## src/rtl/timer_pkg.sv

```systemverilog
// Shared types for the loadable countdown timer.
package timer_pkg;

    localparam int N_DEFAULT = 8;

    typedef enum logic [1:0] {
        IDLE = 2'd0,
        RUN  = 2'd1,
        HOLD = 2'd2,
        DONE = 2'd3
    } state_t;

endpackage

```

## src/rtl/down_counter_timer.sv

```systemverilog
// Loadable down-counter / countdown timer with pause, resume and terminal-count pulse.
// Optional auto-reload on terminal count is enabled by defining DOWN_COUNTER_TIMER_AUTO_RELOAD_EN.
module down_counter_timer
    import timer_pkg::*;
#(
    parameter int N = N_DEFAULT
) (
    input  logic         clk,
    input  logic         reset,
    input  logic         load,
    input  logic [N-1:0] load_val,
    input  logic         start,
    input  logic         pause,
    output logic [N-1:0] q,
    output logic         min_tick,
    output logic         busy,
    output logic         done,
    output logic         done_tick
);

    localparam logic [N-1:0] ONE = {{(N-1){1'b0}}, 1'b1};

    state_t       state_q, state_d;
    logic [N-1:0] q_q, q_d;
    logic [N-1:0] reload_q, reload_d;
    logic         done_tick_q, done_tick_d;

    always_ff @(posedge clk) begin
        if (reset) begin
            state_q     <= IDLE;
            q_q         <= '0;
            reload_q    <= '0;
            done_tick_q <= 1'b0;
        end else begin
            state_q     <= state_d;
            q_q         <= q_d;
            reload_q    <= reload_d;
            done_tick_q <= done_tick_d;
        end
    end

    always_comb begin
        state_d     = state_q;
        q_d         = q_q;
        reload_d    = reload_q;
        done_tick_d = 1'b0;

        if (load) begin
            q_d      = load_val;
            reload_d = load_val;
            state_d  = IDLE;
        end else begin
            case (state_q)
                IDLE, DONE: begin
                    if (start && (q_q != '0)) begin
                        state_d = RUN;
                    end
                end
                RUN: begin
                    if (pause) begin
                        state_d = HOLD;
                    end else if (q_q == ONE) begin
                        q_d         = '0;
                        done_tick_d = 1'b1;
`ifndef DOWN_COUNTER_TIMER_AUTO_RELOAD_EN
                        state_d     = DONE;
`endif
                    end else if (q_q == '0) begin
`ifdef DOWN_COUNTER_TIMER_AUTO_RELOAD_EN
                        // Zero was shown for one cycle; restart the period, or stop if nothing to reload.
                        if (reload_q != '0) begin
                            q_d = reload_q;
                        end else begin
                            state_d = DONE;
                        end
`else
                        state_d = DONE;
`endif
                    end else begin
                        q_d = q_q - ONE;
                    end
                end
                HOLD: begin
                    if (start && !pause) begin
                        state_d = RUN;
                    end
                end
                default: begin
                    state_d = IDLE;
                end
            endcase
        end
    end

    assign q         = q_q;
    assign done_tick = done_tick_q;
    assign min_tick  = (q_q == '0);
    assign busy      = (state_q == RUN) || (state_q == HOLD);
    assign done      = (state_q == DONE);

endmodule

```

## config.mk

```make
export PLATFORM = sky130hd
export DESIGN_NAME = down_counter_timer
export DESIGN_NICKNAME = d
export VERILOG_FILES = /design/src/rtl/timer_pkg.sv /design/src/rtl/down_counter_timer.sv
export SDC_FILE = /design/constraint.sdc
export NUM_CORES = 1
export LEC_CHECK = 0
export ABC_AREA = 0
export CELL_PAD_IN_SITES_DETAIL_PLACEMENT = 1
export CELL_PAD_IN_SITES_GLOBAL_PLACEMENT = 1
export CORE_ASPECT_RATIO = 1.75
export CORE_UTILIZATION = 25
export DETAILED_ROUTE_END_ITERATION = 8
export PLACE_DENSITY_LB_ADDON = 0.2
export SKIP_CTS_REPAIR_TIMING = 1
export SLEW_MARGIN = 15
export SYNTH_ARGS = -nofsm -noshare
export SYNTH_HDL_FRONTEND = slang
export SYNTH_SLANG_ARGS = --single-unit
```

## constraint.sdc

```tcl
create_clock -name clk -period 4 [get_ports clk]
set_input_delay 0.8 -clock clk [delete_from_list [all_inputs] [get_ports clk]]
set_output_delay 0.8 -clock clk [all_outputs]
set_load 0.02 [all_outputs]
```

==> results.json <==
{
  "status": "completed",
  "syn_nets": 115,
  "htreeDepth": 1,
  "synthMuxAreaShare": 0.0244,
  "cts-root-buf": "clkbuf_8",
  "maxCapViolCount": 0,
  "pre_cts_ws_ns": 1.27,
  "critPathLaunchType": "register",
  "route.detailed.drc": 0,
  "cts.sinks": 11,
  "ir_drop_mv": 0.158,
  "crit_fanout": 5,
  "num-nets-final": 141,
  "synth_async_sr_flop_share": 0,
  "finalPower_mw": 0.473,
  "yosys.area_share.simple": 0.268,
  "synth_top_family_by_area": "compound AO/OA/AOI/OAI gates",
  "holdWs_ns": 0.510,
  "finalMaxSlewViolations": 0,
  "synth_cells": 96,
  "postRouteAntennaNets": 0,
  "crit_required_ns": 3.20,
  "ff2ff_setup_slack_ns": 1.76,
  "ys_ff_latch": 11,
  "routabilityCongestion": 0.740,
  "hold_path.class": "register to register",
  "syn_area_per_cell_um2": 8.55,
  "p_leak_nw": 0.407,
  "layout_commonest_cell": "clkdlybuf4s50_1",
  "setup_tns_ns": 0,
  "yosysWarningCount": 0,
  "powerDensity_mw_per_mm2": 413,
  "cts_buffers": 3,
  "yosysSeqAreaShare": 0.268,
  "grt_max_degree": 21,
  "dp_cells": 160,
  "final_hold_viol_count": 0,
  "setup_slack_ns": 1.04,
  "relSlewSlack": 0.553,
  "max_freq_mhz": 338,
  "die_w_um": 45.3,
  "drtIter0Drc": 11,
  "synth_edf_count": 0,
  "route.vias.total": 828,
  "rows": 27,
  "io_pins": 25,
  "cpMaxStageDelayCell": "clkdlybuf4s50_1",
  "period_minus_slack_ns": 2.96,
  "cts_tree": "built",
  "grt_pass1_wl_um": 4220,
  "drt_wl_total_um": 2460,
  "synth.distinct_cells": 35,
  "yosys_most_used_dff": "dfxtp_1",
  "vias_per_cell": 5.05,
  "cp.arrival_ns": 2.16,
  "fillers": 388,
  "synthXorXnorAreaFrac": 0,
  "worstPathCellList": "inv_1 -> ha_1 -> or3b_2 -> nor2_1 -> clkdlybuf4s50_1",
  "path_class": "register to output port",
  "final_cells": 164,
  "start_util": 0.261,
  "synth_compound_area_frac": 0.288,
  "antenna_found_initial": 0,
  "grt_pass1_vias": 901,
  "setup_violations": 0,
  "clk_path_buf_depth": 2,
  "endpoint_kind": "output port",
  "clk_pin_slew_worst_paths_ns": 0.05,
  "wl_per_cell_um": 15.0,
  "grt_util_all_layers": 0.160,
  "numPortBuffers": 24,
  "fin_crit_sh": 0.739,
  "clk_latency_ns": 0.24,
  "slowest_delay_ns": 0.61,
  "syn_area_um2": 821,
  "die_area_mm2": 0.00353,
  "worstMarginPinSlew_ns": 0.667,
  "layout_common_cells": "24 x clkdlybuf4s50_1, 11 x dfxtp_1, 8 x a21oi_1, 7 x inv_1",
  "coreArea_mm2": 0.00314,
  "n_antenna_cell": 0,
  "die_h_um": 77.8,
  "place_hpwl_um": 1910,
  "firstDrtPassIters": 4,
  "grt_overflow": 0,
  "yosys.area_share.adder": 0.0915,
  "grt_setup_unrepaired": "no",
  "drive_gt1_frac": 0.0992,
  "skew_ns": 0.00100,
  "area_growth_pct": 39.5
}
routing by layer:
| metal | GRT usage | up-vias | share of wire |
|---|---|---|---|
| met5 | 0 | - | 0 |
| met4 | 0.0545 | 0 | 0.0077 |
| met3 | 0.0209 | 2 | 0.032 |
| met2 | 0.293 | 18 | 0.55 |
| met1 | 0.178 | 395 | 0.41 |
| li1 | - | 413 | - |
sequential cells by signal, summed over array words and instances, names as in the netlist:
name,count
q,8
done_tick,1
state_q,2
power breakdown:
group	internal, mW	leakage, nW	switching, mW	total [mW]
Combinational	0.102	0.294	0.114	0.215
Clock	0.0702	0.0228	0.0440	0.114
Sequential	0.123	0.0902	0.0212	0.144
Total	0.294	0.407	0.179	0.473
cells in the mapped netlist, types with 2 or more instances:
master | n | share of area
o32ai_1 | 4 | 0.043
nor2b_1 | 3 | 0.023
nor3_1 | 2 | 0.012
nor2_1 | 4 | 0.018
or2_2 | 3 | 0.023
and2_1 | 2 | 0.015
mux2i_1 | 2 | 0.024
ha_1 | 6 | 0.091
o21ai_0 | 4 | 0.024
nor4_1 | 2 | 0.015
dfxtp_1 | 11 | 0.27
clkbuf_1 | 3 | 0.014
a22oi_1 | 2 | 0.018
a21oi_1 | 8 | 0.049
inv_1 | 7 | 0.032
or4_1 | 2 | 0.018
nand2_1 | 6 | 0.027
nand2b_1 | 5 | 0.038
a211oi_1 | 4 | 0.037
kinds of logic (layout without fill, tap and decap cells):
| family | after synthesis | after routing |
|---|---|---|
| AOI/OAI and AO/OA | 31 | 31 |
| adders and majority gates | 6 | 6 |
| buffers and inverters | 11 | 36 |
| DFF | 11 | 11 |
| muxes | 2 | 2 |
| and+or+nand+nor | 35 | 35 |
metrics by stage:
step | utilization | area (um^2)
after detailed placement | 0.350 | 1100
after global placement | 0.350 | 1100
after floorplan | - | 821
after global routing | 0.364 | 1140
final | 0.364 | 1140
after CTS | 0.364 | 1140
worst max-delay path: cells and delay by family (launching register included):
kind | cells | cell delay [ns]
buf+inv | 2 | 0.75
fa+ha+maj | 1 | 0.19
flops | 1 | 0.34
simple gates | 2 | 0.64
layout make-up:
cell class                 count  area (um^2)  area share
inverter                       7         26.3      0.0230
timing repair buffer          25          248       0.216
tap                           43         53.8      0.0470
multi-input combinational     74          552       0.482
clock buffer                   4         45.0      0.0393
sequential                    11          220       0.192
final timing paths:
check | endpoint | depth (start not counted) | start
max | min_tick | 5 | q[0]
min | state_q[0] | 2 | state_q[0]
max reg2reg | q[0] | 6 | q[0]
min reg2reg | state_q[0] | 2 | state_q[0]
Power figures use the tool's default switching activity.
